`config.mk`:
```
export PLATFORM = sky130hd
export DESIGN_NAME = uart_tx
export DESIGN_NICKNAME = d
export VERILOG_FILES = /design/src/rtl/uart_tx.sv
export SDC_FILE = /design/constraint.sdc
export NUM_CORES = 1
export LEC_CHECK = 0
export ABC_AREA = 1
export CAP_MARGIN = 20
export CORE_ASPECT_RATIO = 0.5
export CORE_UTILIZATION = 40
export DETAILED_ROUTE_END_ITERATION = 12
export SKIP_LAST_GASP = 1
export SLEW_MARGIN = 20
export SYNTH_ARGS = -nofsm -noshare
export SYNTH_HDL_FRONTEND = slang
export SYNTH_SLANG_ARGS = --single-unit
```
`constraint.sdc`:
```
create_clock -name clk -period 2 [get_ports clk]
set_input_delay 0.4 -clock clk [delete_from_list [all_inputs] [get_ports clk]]
set_output_delay 0.4 -clock clk [all_outputs]
set_load 0.05 [all_outputs]
```
`src/rtl/uart_tx.sv`:
```
// UART transmitter: 8N1 frames fed from a small byte FIFO through a valid/ready handshake.
// Define UART_TX_PARITY_EN to insert an even-parity bit between the data bits and the stop bit.
module uart_tx #(
    parameter int CLKS_PER_BIT = 434,
    parameter int FIFO_DEPTH   = 4
) (
    input  logic       clk,
    input  logic       rst,
    input  logic       i_TX_DV,
    input  logic [7:0] i_TX_Byte,
    output logic       o_TX_Ready,
    output logic       o_TX_Serial,
    output logic       o_TX_Active,
    output logic       o_TX_Done
);

    localparam int CW = $clog2(CLKS_PER_BIT);
    localparam int AW = $clog2(FIFO_DEPTH);
    localparam logic [CW-1:0] CNT_MAX = CW'(CLKS_PER_BIT - 1);

    typedef enum logic [2:0] {
        IDLE,
        START_BIT,
        DATA_BITS,
`ifdef UART_TX_PARITY_EN
        PARITY_BIT,
`endif
        STOP_BIT,
        CLEANUP
    } state_t;

    logic [7:0]    mem [FIFO_DEPTH];
    logic [AW-1:0] wr_ptr, rd_ptr;
    logic [AW:0]   count;
    logic          wr_en, pop;

    state_t        state, state_n;
    logic [CW-1:0] cnt, cnt_n;
    logic [2:0]    idx, idx_n;
    logic          serial_q, serial_n;
    logic          active_q, active_n;
    logic          done_q, done_n;
    logic [7:0]    data_q;

    // Full is judged from the registered count only, so a pop on the same edge never frees a slot early.
    assign o_TX_Ready  = (count < (AW+1)'(FIFO_DEPTH)) && !rst;
    assign wr_en       = i_TX_DV && o_TX_Ready;
    assign o_TX_Serial = serial_q;
    assign o_TX_Active = active_q;
    assign o_TX_Done   = done_q;

    always_ff @(posedge clk) begin
        if (wr_en) mem[wr_ptr] <= i_TX_Byte;
        if (pop)   data_q      <= mem[rd_ptr];
    end

    always_ff @(posedge clk or posedge rst) begin
        if (rst) begin
            wr_ptr <= '0;
            rd_ptr <= '0;
            count  <= '0;
        end else begin
            if (wr_en) wr_ptr <= wr_ptr + AW'(1);
            if (pop)   rd_ptr <= rd_ptr + AW'(1);
            case ({wr_en, pop})
                2'b10:   count <= count + (AW+1)'(1);
                2'b01:   count <= count - (AW+1)'(1);
                default: count <= count;
            endcase
        end
    end

    always_ff @(posedge clk or posedge rst) begin
        if (rst) begin
            state    <= IDLE;
            cnt      <= '0;
            idx      <= '0;
            serial_q <= 1'b1;
            active_q <= 1'b0;
            done_q   <= 1'b0;
        end else begin
            state    <= state_n;
            cnt      <= cnt_n;
            idx      <= idx_n;
            serial_q <= serial_n;
            active_q <= active_n;
            done_q   <= done_n;
        end
    end

    always_comb begin
        state_n  = state;
        cnt_n    = cnt;
        idx_n    = idx;
        serial_n = serial_q;
        active_n = active_q;
        done_n   = done_q;
        pop      = 1'b0;
        case (state)
            IDLE: begin
                serial_n = 1'b1;
                cnt_n    = '0;
                idx_n    = '0;
                if (count != '0) begin
                    pop      = 1'b1;
                    serial_n = 1'b0;
                    active_n = 1'b1;
                    state_n  = START_BIT;
                end
            end
            START_BIT: begin
                if (cnt == CNT_MAX) begin
                    cnt_n    = '0;
                    serial_n = data_q[0];
                    state_n  = DATA_BITS;
                end else begin
                    cnt_n = cnt + CW'(1);
                end
            end
            DATA_BITS: begin
                if (cnt == CNT_MAX) begin
                    cnt_n = '0;
                    if (idx == 3'd7) begin
                        idx_n = '0;
`ifdef UART_TX_PARITY_EN
                        serial_n = ^data_q;
                        state_n  = PARITY_BIT;
`else
                        serial_n = 1'b1;
                        state_n  = STOP_BIT;
`endif
                    end else begin
                        idx_n    = idx + 3'd1;
                        serial_n = data_q[idx + 3'd1];
                    end
                end else begin
                    cnt_n = cnt + CW'(1);
                end
            end
`ifdef UART_TX_PARITY_EN
            PARITY_BIT: begin
                if (cnt == CNT_MAX) begin
                    cnt_n    = '0;
                    serial_n = 1'b1;
                    state_n  = STOP_BIT;
                end else begin
                    cnt_n = cnt + CW'(1);
                end
            end
`endif
            STOP_BIT: begin
                if (cnt == CNT_MAX) begin
                    cnt_n    = '0;
                    done_n   = 1'b1;
                    active_n = 1'b0;
                    state_n  = CLEANUP;
                end else begin
                    cnt_n = cnt + CW'(1);
                end
            end
            CLEANUP: begin
                done_n  = 1'b0;
                state_n = IDLE;
            end
            default: state_n = IDLE;
        endcase
    end

endmodule

```
==> qor.txt, run 1 <==
Clk Latency, worst-skew pair -> 0.33 ns
Critical path arrival -> 1.52 ns
Startpoint types -> flip-flop
CP max stage delay -> 0.81 ns
Vias in the first global route -> 1,997
Fin. Hold Viols -> 0
Crit end category -> output port
Grt ovf -> 0
Most common cell in the netlist -> nand2_1
Die area -> 7650 um^2
Initial antenna violation count -> 0
HP Class -> reg2reg
Post_cts resized -> 0
Peak VDD IR -> 0.000647 V
CTS tree -> built
Setup violators final -> 0
Fmax -> 521 MHz
Adder-cell share of the synthesized area -> 4.55%
Hold_ws -> 0.463 ns
P&R area growth vs syn -> 22.8%
Top cells by count, synth -> 41 x nand2_1, 40 x edfxtp_1, 35 x nor2_1
CTS root buf -> clkbuf_16
Ports -> 15
Clk_skew -> 0.00416 ns
Power Internal -> 3.50 mW
Syn Inst Count -> 273
Cell family contributing the most delay on the critical path -> buffers and inverters
Top_reg_cell synth -> edfxtp_1
Finished Layout Cells -> 404
Max-slew violation total from the final report -> 0
Post-Route WL -> 5200 um
Slew margin rel. -> 67.3%
I/O Buffers -> 14
Post-synth EDFFs -> 40
Worst slew pin tran -> 0.489 ns
GRT Overall Usage -> 16.6%
GP Congestion -> 0.785
Mapped Area -> 2920 um^2
Clk buf depth -> 2
Synthesized Nets -> 294
HPWL Detailed -> 3620 um
RSZ-0062 raised after global routing -> false
Clock slew at reported path FFs -> 0.06 ns
Synth Register Bits -> 65
Core box area -> 6860 um^2
Synth Area in XOR/XNOR -> 2.10%
P per Cell Area -> 1520 nW/um^2
FP Rows -> 21
Finished Core Util -> 52.2%
CP max stage cell -> clkdlybuf4s50_1
Drt wl/cell -> 12.9 um
Setup WS pre-CTS -> -0.188 ns
Total negative slack -> 0 ns
Vias -> 1,911
Highest net fanout along the worst path -> 2
Die width -> 123 um
DRT Pass-1 Iters -> 4
Final worst slack -> 0.0792 ns
Placed cell count -> 388
Num CTS Buffers -> 9
Chip height -> 62.4 um
Psw -> 1.93 mW
Switch share -> 35.5%
Simple-Gate Fraction of Synth Area -> 16.0%
DR vias/cell -> 4.73
Crit path cell chain -> clkdlybuf4s50_1
Post-route ant nets -> 0
Hold_buf cts -> 0
Pin count of the biggest net entering global routing -> 26
Yosys warnings -> 0
Placement Cell Area -> 3280 um^2
Max Cap Viol -> 0
Initial core utilization -> 42.5%
DRC -> 0
Number of diodes -> 0
Cell accounting for the most synthesized area -> edfxtp_1
Compound-cell area share of the yosys netlist -> 9.31%
First-pass GRT wire length -> 9340 um
Largest family of logic cells by synthesized area -> simple AND/OR/NAND/NOR gates
Mux contribution to synthesized area -> 0%
Clock Sinks -> 65
Post-synth cell types -> 28
Final net count -> 328
Sequential fraction of the synthesis area -> 62.7%
Htree depth -> 3
Finished Cell Area -> 3580 um^2
Syn_area_per_cell -> 10.7 um^2
Yosys top cell area share -> 41.2%
CP Buf/Inv Count -> 1
Post-CTS Setup Inserts -> 0
Reg power frac -> 37.2%
WP data required -> 1.60 ns
Status -> finished clean
CP Class -> reg2out
Synth area leaders -> edfxtp_1 41%, dfrtp_1 21%, nand2_1 5.3%
Leakage -> 1.47 nW
Final Power -> 5.43 mW
Clock Power Share -> 28.7%
Fin crit share -> 96.0%
DRT iter0 DRCs -> 113
Post-route minimum period -> 1.92 ns
Share of layout cells above drive strength 1 -> 17.3%
Comb pwr share -> 34.2%
Ys async rst share -> 38.5%
==> power by group through the flow <==
stage	Clock (mW)	Sequential (mW)	Combinational, mW
6_report	1.56	2.02	1.86
5_1_grt	1.67	2.06	2.13
4_1_cts	1.60	2.02	1.88
3_5_place_dp	0	2.04	1.88
3_3_place_gp	0	2.03	1.81
2_1_floorplan	0	2.01	1.35
==> cells in the final DEF (no fill, tap or decap), types with 3 or more instances in the layout <==
master,instances
a21oi_1,9
buf_4,15
clkbuf_16,9
clkdlybuf4s50_1,12
dfrtp_1,24
edfxtp_1,40
ha_1,8
inv_1,27
inv_2,3
nand2_1,40
nand2_2,5
nand3_1,13
nor2_1,34
nor2_2,3
nor2_4,4
o21ai_0,22
o21ai_1,8
o22ai_1,11
xor2_1,5
==> logic make-up after synthesis <==
group / Yosys count
DFF: 65
and+or+nand+nor: 103
AOI/OAI and AO/OA: 51
xor gates and xnor gates: 7
buffers and inverters: 37
adders and majority gates: 10
==> flip-flops by register name, indices dropped and copies added (netlist names) <==
register     count
rd_ptr           2
count            3
state            3
o_TX_Active      1
cnt              9
o_TX_Serial      1
mem             32
idx              3
data_q           8
o_TX_Done        1
wr_ptr           2
==> cell type report <==
type | count | area (um^2)
Fill cell | 601 | 3280
Sequential cell | 65 | 1830
Multi-Input combinational cell | 171 | 955
Timing Repair Buffer | 28 | 253
Clock buffer | 9 | 225
Inverter | 32 | 128
Tap cell | 92 | 115
Clock inverter | 7 | 76.3
==> path summary, 6_finish.rpt <==
path                                to  depth (start not counted)  slack [ns]   startpoint
max in group asynchronous  o_TX_Serial                          3        1.19          rst
setup reg to reg              count[2]                         11        0.13     state[2]
min in group asynchronous    rd_ptr[1]                          3        0.52          rst
setup / recovery           o_TX_Active                          1        0.08  o_TX_Active
hold / removal                count[0]                          1        0.46     count[0]
hold reg to reg               count[0]                          1        0.46     count[0]
==> metal layers <==
metal / GRT usage (%) / vias to the layer above / part of all wire, %
li1: - / 986 / -
met3: 6.34 / 8 / 4.0
met2: 25.0 / 25 / 46
met1: 21.1 / 892 / 49
met5: 0 / - / 0
met4: 7.47 / 0 / 1.5
Power figures use the tool's default switching activity.
==> inputs of run 2 (changes only) <==
clock period = 2.2 ns   (was 2 ns; I/O delays follow)
==> qor.txt, run 2 (same netlist as run 1, synthesis figures left out) <==
Critical path endpoint -> o_TX_Serial
P per Cell Area -> 1380 nW/um^2
Share of layout cells above drive strength 1 -> 14.9%
Crit end category -> output port
HP Class -> reg2reg
Core box area -> 6860 um^2
Placed cell count -> 384
CTS root buf -> clkbuf_16
HPWL Detailed -> 3470 um
Htree depth -> 3
First-pass GRT wire length -> 8980 um
Clock slew at reported path FFs -> 0.05 ns
Die area -> 7650 um^2
Most common cell after layout, fill and taps aside -> nand2_1
Critical path depth -> 1
Vias in the first global route -> 1,821
Ports -> 15
Worst Reg-to-Reg Cells -> 11
Status -> finished clean
Largest regs -> mem: 32 flops, cnt: 9 flops, data_q: 8 flops
Reg-to-Reg Start -> state[0]
Die width -> 123 um
Startpoint types -> flip-flop
Clk Latency, worst-skew pair -> 0.34 ns
Max FFs per register -> 32
Pin count of the biggest net entering global routing -> 26
Slew margin rel. -> 67.2%
Post-route ant nets -> 0
GP Congestion -> 0.780
WP data required -> 1.76 ns
Leakage -> 1.44 nW
Worst Setup SP -> o_TX_Serial
DRT Pass-1 Iters -> 4
Final Power -> 4.88 mW
Drt wl/cell -> 13.3 um
Cell family contributing the most delay on the critical path -> buffers and inverters
Top reg by flops -> mem
Fin. Hold Viols -> 0
Finished Core Util -> 51.4%
Fin crit share -> 95.9%
Hold_ws -> 0.483 ns
Post-route minimum period -> 2.11 ns
Finished Layout Cells -> 400
Post-Route WL -> 5320 um
DR vias/cell -> 4.83
CP max stage cell -> clkdlybuf4s50_1
Worst slew pin tran -> 0.490 ns
CTS tree -> built
Post-CTS Setup Inserts -> 0
Max Cap Viol -> 0
Grt ovf -> 0
Chip height -> 62.4 um
CP Buf/Inv Count -> 1
I/O Buffers -> 14
FP Rows -> 21
Setup violators final -> 0
CP max stage delay -> 0.80 ns
Final net count -> 324
DRC -> 0
Clk_skew -> 0.00463 ns
Clk buf depth -> 2
Num CTS Buffers -> 9
Clock Sinks -> 65
Fmax -> 474 MHz
Initial core utilization -> 42.5%
Initial antenna violation count -> 0
Critical path arrival -> 1.67 ns
Crit path cell chain -> clkdlybuf4s50_1
CP Class -> reg2out
Hold_buf cts -> 0
Number of diodes -> 0
Register-to-register setup slack -> 0.14 ns
Final worst slack -> 0.0909 ns
GRT Overall Usage -> 15.9%
Commonest non-fill, non-tap cells in the layout -> 41 x nand2_1, 40 x edfxtp_1, 34 x nor2_1
RSZ-0062 raised after global routing -> false
Highest net fanout along the worst path -> 2
Vias -> 1,932
Setup WS pre-CTS -> -0.0402 ns
P&R area growth vs syn -> 21.0%
Peak VDD IR -> 0.000585 V
Max-slew violation total from the final report -> 0
DRT iter0 DRCs -> 113
Reg2reg end -> count[2]
## run 2: cell types whose count changed in the layout (fill, tap and decap cells not counted), sizes merged
cell / change
clkdlybuf4s50: +1
clkbuf: +1
buf: -5
clkinv: -1
## run 2: stage by stage
| stage | area (um^2) | setup TNS, ns |
|---|---|---|
| after detailed placement | 3230 | -0.0402 |
| after global routing | 3530 | 0 |
| after floorplan | 2920 | 0 |
| after CTS | 3520 | 0 |
| final | 3530 | 0 |
| after global placement | 3230 | 0 |
## run 2: cell type report
type                    count  area, um^2
clock inverters             6        66.3
fillers                   614        3330
repair buffers             24         225
clock buffers              10         229
well taps                  92         115
inverters                  32         125
multi-input cells         171         937
flip-flops and latches     65        1830
## run 2: how the worst min path moves through the flow
stage,from,to,slack [ns],cells after the start
after floorplan,count[0],count[0],0.44,1
after global placement,count[0],count[0],0.45,1
after detailed placement,count[0],count[0],0.46,1
after CTS,count[0],count[0],0.47,1
after global routing,count[0],count[0],0.51,1
final,count[0],count[0],0.48,1
## run 2: routing by layer
metal | GRT usage [%] | wire length (um) | vias to the layer above
met3 | 6.07 | 240 | 11
met5 | 0 | 0 | -
met2 | 23.0 | 2320 | 37
met1 | 21.2 | 2650 | 903
met4 | 7.32 | 106 | 0
li1 | - | - | 981
## run 2: power breakdown
group / switching [mW] / internal [mW]
registers: 0.210 / 1.64
logic: 1.01 / 0.599
clock network: 0.539 / 0.880
## run 2: repair_timing
| item | CTS | global route |
|---|---|---|
| setup endpoints to repair | 0 | 1 |
| endpoints found under the hold margin | 0 | 0 |
| resized for setup | 0 | 3 |
## run 2: worst register-to-register path, delay by kind of cell, from the launching register on
kind / cells / cell delay [ns]
flops: 1 / 0.44
buf+inv: 3 / 0.25
compound gates: 2 / 0.26
fa+ha+maj: 2 / 0.50
xor+xnor: 1 / 0.14
simple gates: 3 / 0.35
==> inputs of run 3 (changes only) <==
CORE_MARGIN = 5   (was not set)
RECOVER_POWER = 50   (was not set)
==> qor.txt, run 3 (same netlist as run 1, synthesis figures left out) <==
Status -> finished clean
Commonest non-fill, non-tap cells in the layout -> 42 x nand2_1, 40 x edfxtp_1, 36 x nor2_1
CTS root buf -> clkbuf_16
Leakage -> 1.42 nW
HP Class -> reg2reg
Max FFs per register -> 32
P per Cell Area -> 1370 nW/um^2
Highest net fanout along the worst path -> 2
FP Rows -> 22
Psw -> 1.70 mW
Hold_buf cts -> 0
P&R area growth vs syn -> 20.4%
Final Power -> 4.81 mW
Vias -> 1,940
CP Buf/Inv Count -> 1
Post-route ant nets -> 0
Cell family contributing the most delay on the critical path -> buffers and inverters
CTS tree -> built
Placement Cell Area -> 3240 um^2
Die area -> 9200 um^2
GRT Overall Usage -> 13.2%
Reg power frac -> 38.5%
Initial antenna violation count -> 0
Startpoint types -> flip-flop
Final net count -> 325
Core box area -> 7210 um^2
Clock Power Share -> 28.8%
Top reg by flops -> mem
WP data required -> 1.76 ns
Final worst slack -> 0.0984 ns
Max-slew violation total from the final report -> 0
Clock Sinks -> 65
Post_cts resized -> 0
Multi-input gate area -> 922 um^2
Fmax -> 476 MHz
Ports -> 15
DR vias/cell -> 4.79
I/O Buffers -> 14
Switch share -> 35.4%
Hold_ws -> 0.495 ns
Worst slew pin tran -> 1.40 ns
RSZ-0062 raised after global routing -> false
GP Congestion -> 0.790
Finished Core Util -> 48.7%
Max Cap Viol -> 0
Share of layout cells above drive strength 1 -> 12.9%
Fin crit share -> 95.5%
Chip height -> 70.4 um
DRT iter0 DRCs -> 141
Critical path arrival -> 1.66 ns
Fin. Hold Viols -> 0
Post-route minimum period -> 2.10 ns
Initial core utilization -> 40.4%
Num CTS Buffers -> 9
Setup WS pre-CTS -> -0.00537 ns
Setup violators final -> 0
Largest regs -> mem: 32 flops, cnt: 9 flops, data_q: 8 flops
Clk_skew -> 0.00581 ns
CP max stage delay -> 0.80 ns
Slew margin rel. -> 6.51%
Comb pwr share -> 32.8%
First-pass GRT wire length -> 9110 um
Most common cell after layout, fill and taps aside -> nand2_1
Fill cells -> 644
CP Class -> reg2out
HPWL Detailed -> 3600 um
Post-CTS Setup Inserts -> 0
Crit end category -> output port
Number of diodes -> 0
Drt wl/cell -> 13.0 um
Crit path cell chain -> clkdlybuf4s50_1
Reg area -> 1830 um^2
Clk buf depth -> 2
Pin count of the biggest net entering global routing -> 26
Power Internal -> 3.11 mW
Finished Cell Area -> 3510 um^2
Post-Route WL -> 5270 um
Clk Latency, worst-skew pair -> 0.33 ns
DRT Pass-1 Iters -> 4
Htree depth -> 3
Vias in the first global route -> 1,899
Peak VDD IR -> 0.000617 V
Grt ovf -> 0
Clock slew at reported path FFs -> 0.05 ns
CP max stage cell -> clkdlybuf4s50_1
DRC -> 0
Die width -> 131 um
[run 3: cell count changes in the layout (fill, tap and decap cells not counted), moves of 3 or more]
cell and change:
clkbuf_1 +3, clkdlybuf4s50_1 -8, dlygate4sd3_1 +8, o21ai_0 +3
o21ai_1 -3
[run 3: power by group through the flow]
stage / Sequential, mW / Combinational (mW) / Clock (mW)
6_report: 1.85 / 1.58 / 1.38
5_1_grt: 1.89 / 1.83 / 1.47
4_1_cts: 1.85 / 1.61 / 1.42
3_5_place_dp: 1.87 / 1.61 / 0
3_3_place_gp: 1.85 / 1.55 / 0
2_1_floorplan: 1.82 / 1.19 / 0
[run 3: through the flow]
stage               std cells   TNS, ns
finish                    405         0
global route              405         0
CTS                       405         0
detailed placement        389  -0.00537
global placement          389         0
floorplan                 273         0
[run 3: layer usage]
metal / vias up / GRT usage (%) / wire length, um
met5: - / 0 / 0
met4: 0 / 6.84 / 104
met3: 11 / 5.19 / 206
met2: 31 / 18.9 / 2420
met1: 917 / 17.1 / 2540
li1: 981 / - / -
[run 3: final timing paths]
path                             startpoint          end  slack, ns  cells past startpoint
min in group asynchronous               rst    rd_ptr[1]       0.92                      3
worst max register to register     state[0]     count[2]       0.18                     11
max in group asynchronous               rst     state[0]       0.46                      3
worst min-delay path                 idx[2]       idx[2]       0.49                      2
worst min register to register       idx[2]       idx[2]       0.49                      2
worst max-delay path            o_TX_Serial  o_TX_Serial        0.1                      1
[run 3: final cells by class]
cell class | count | area share (%)
clock buffers | 11 | 6.63
clock inverters | 5 | 1.64
inverters | 32 | 3.56
multi-input cells | 171 | 26.3
flip-flops and latches | 65 | 52.1
well taps | 96 | 3.42
repair buffers | 25 | 6.41
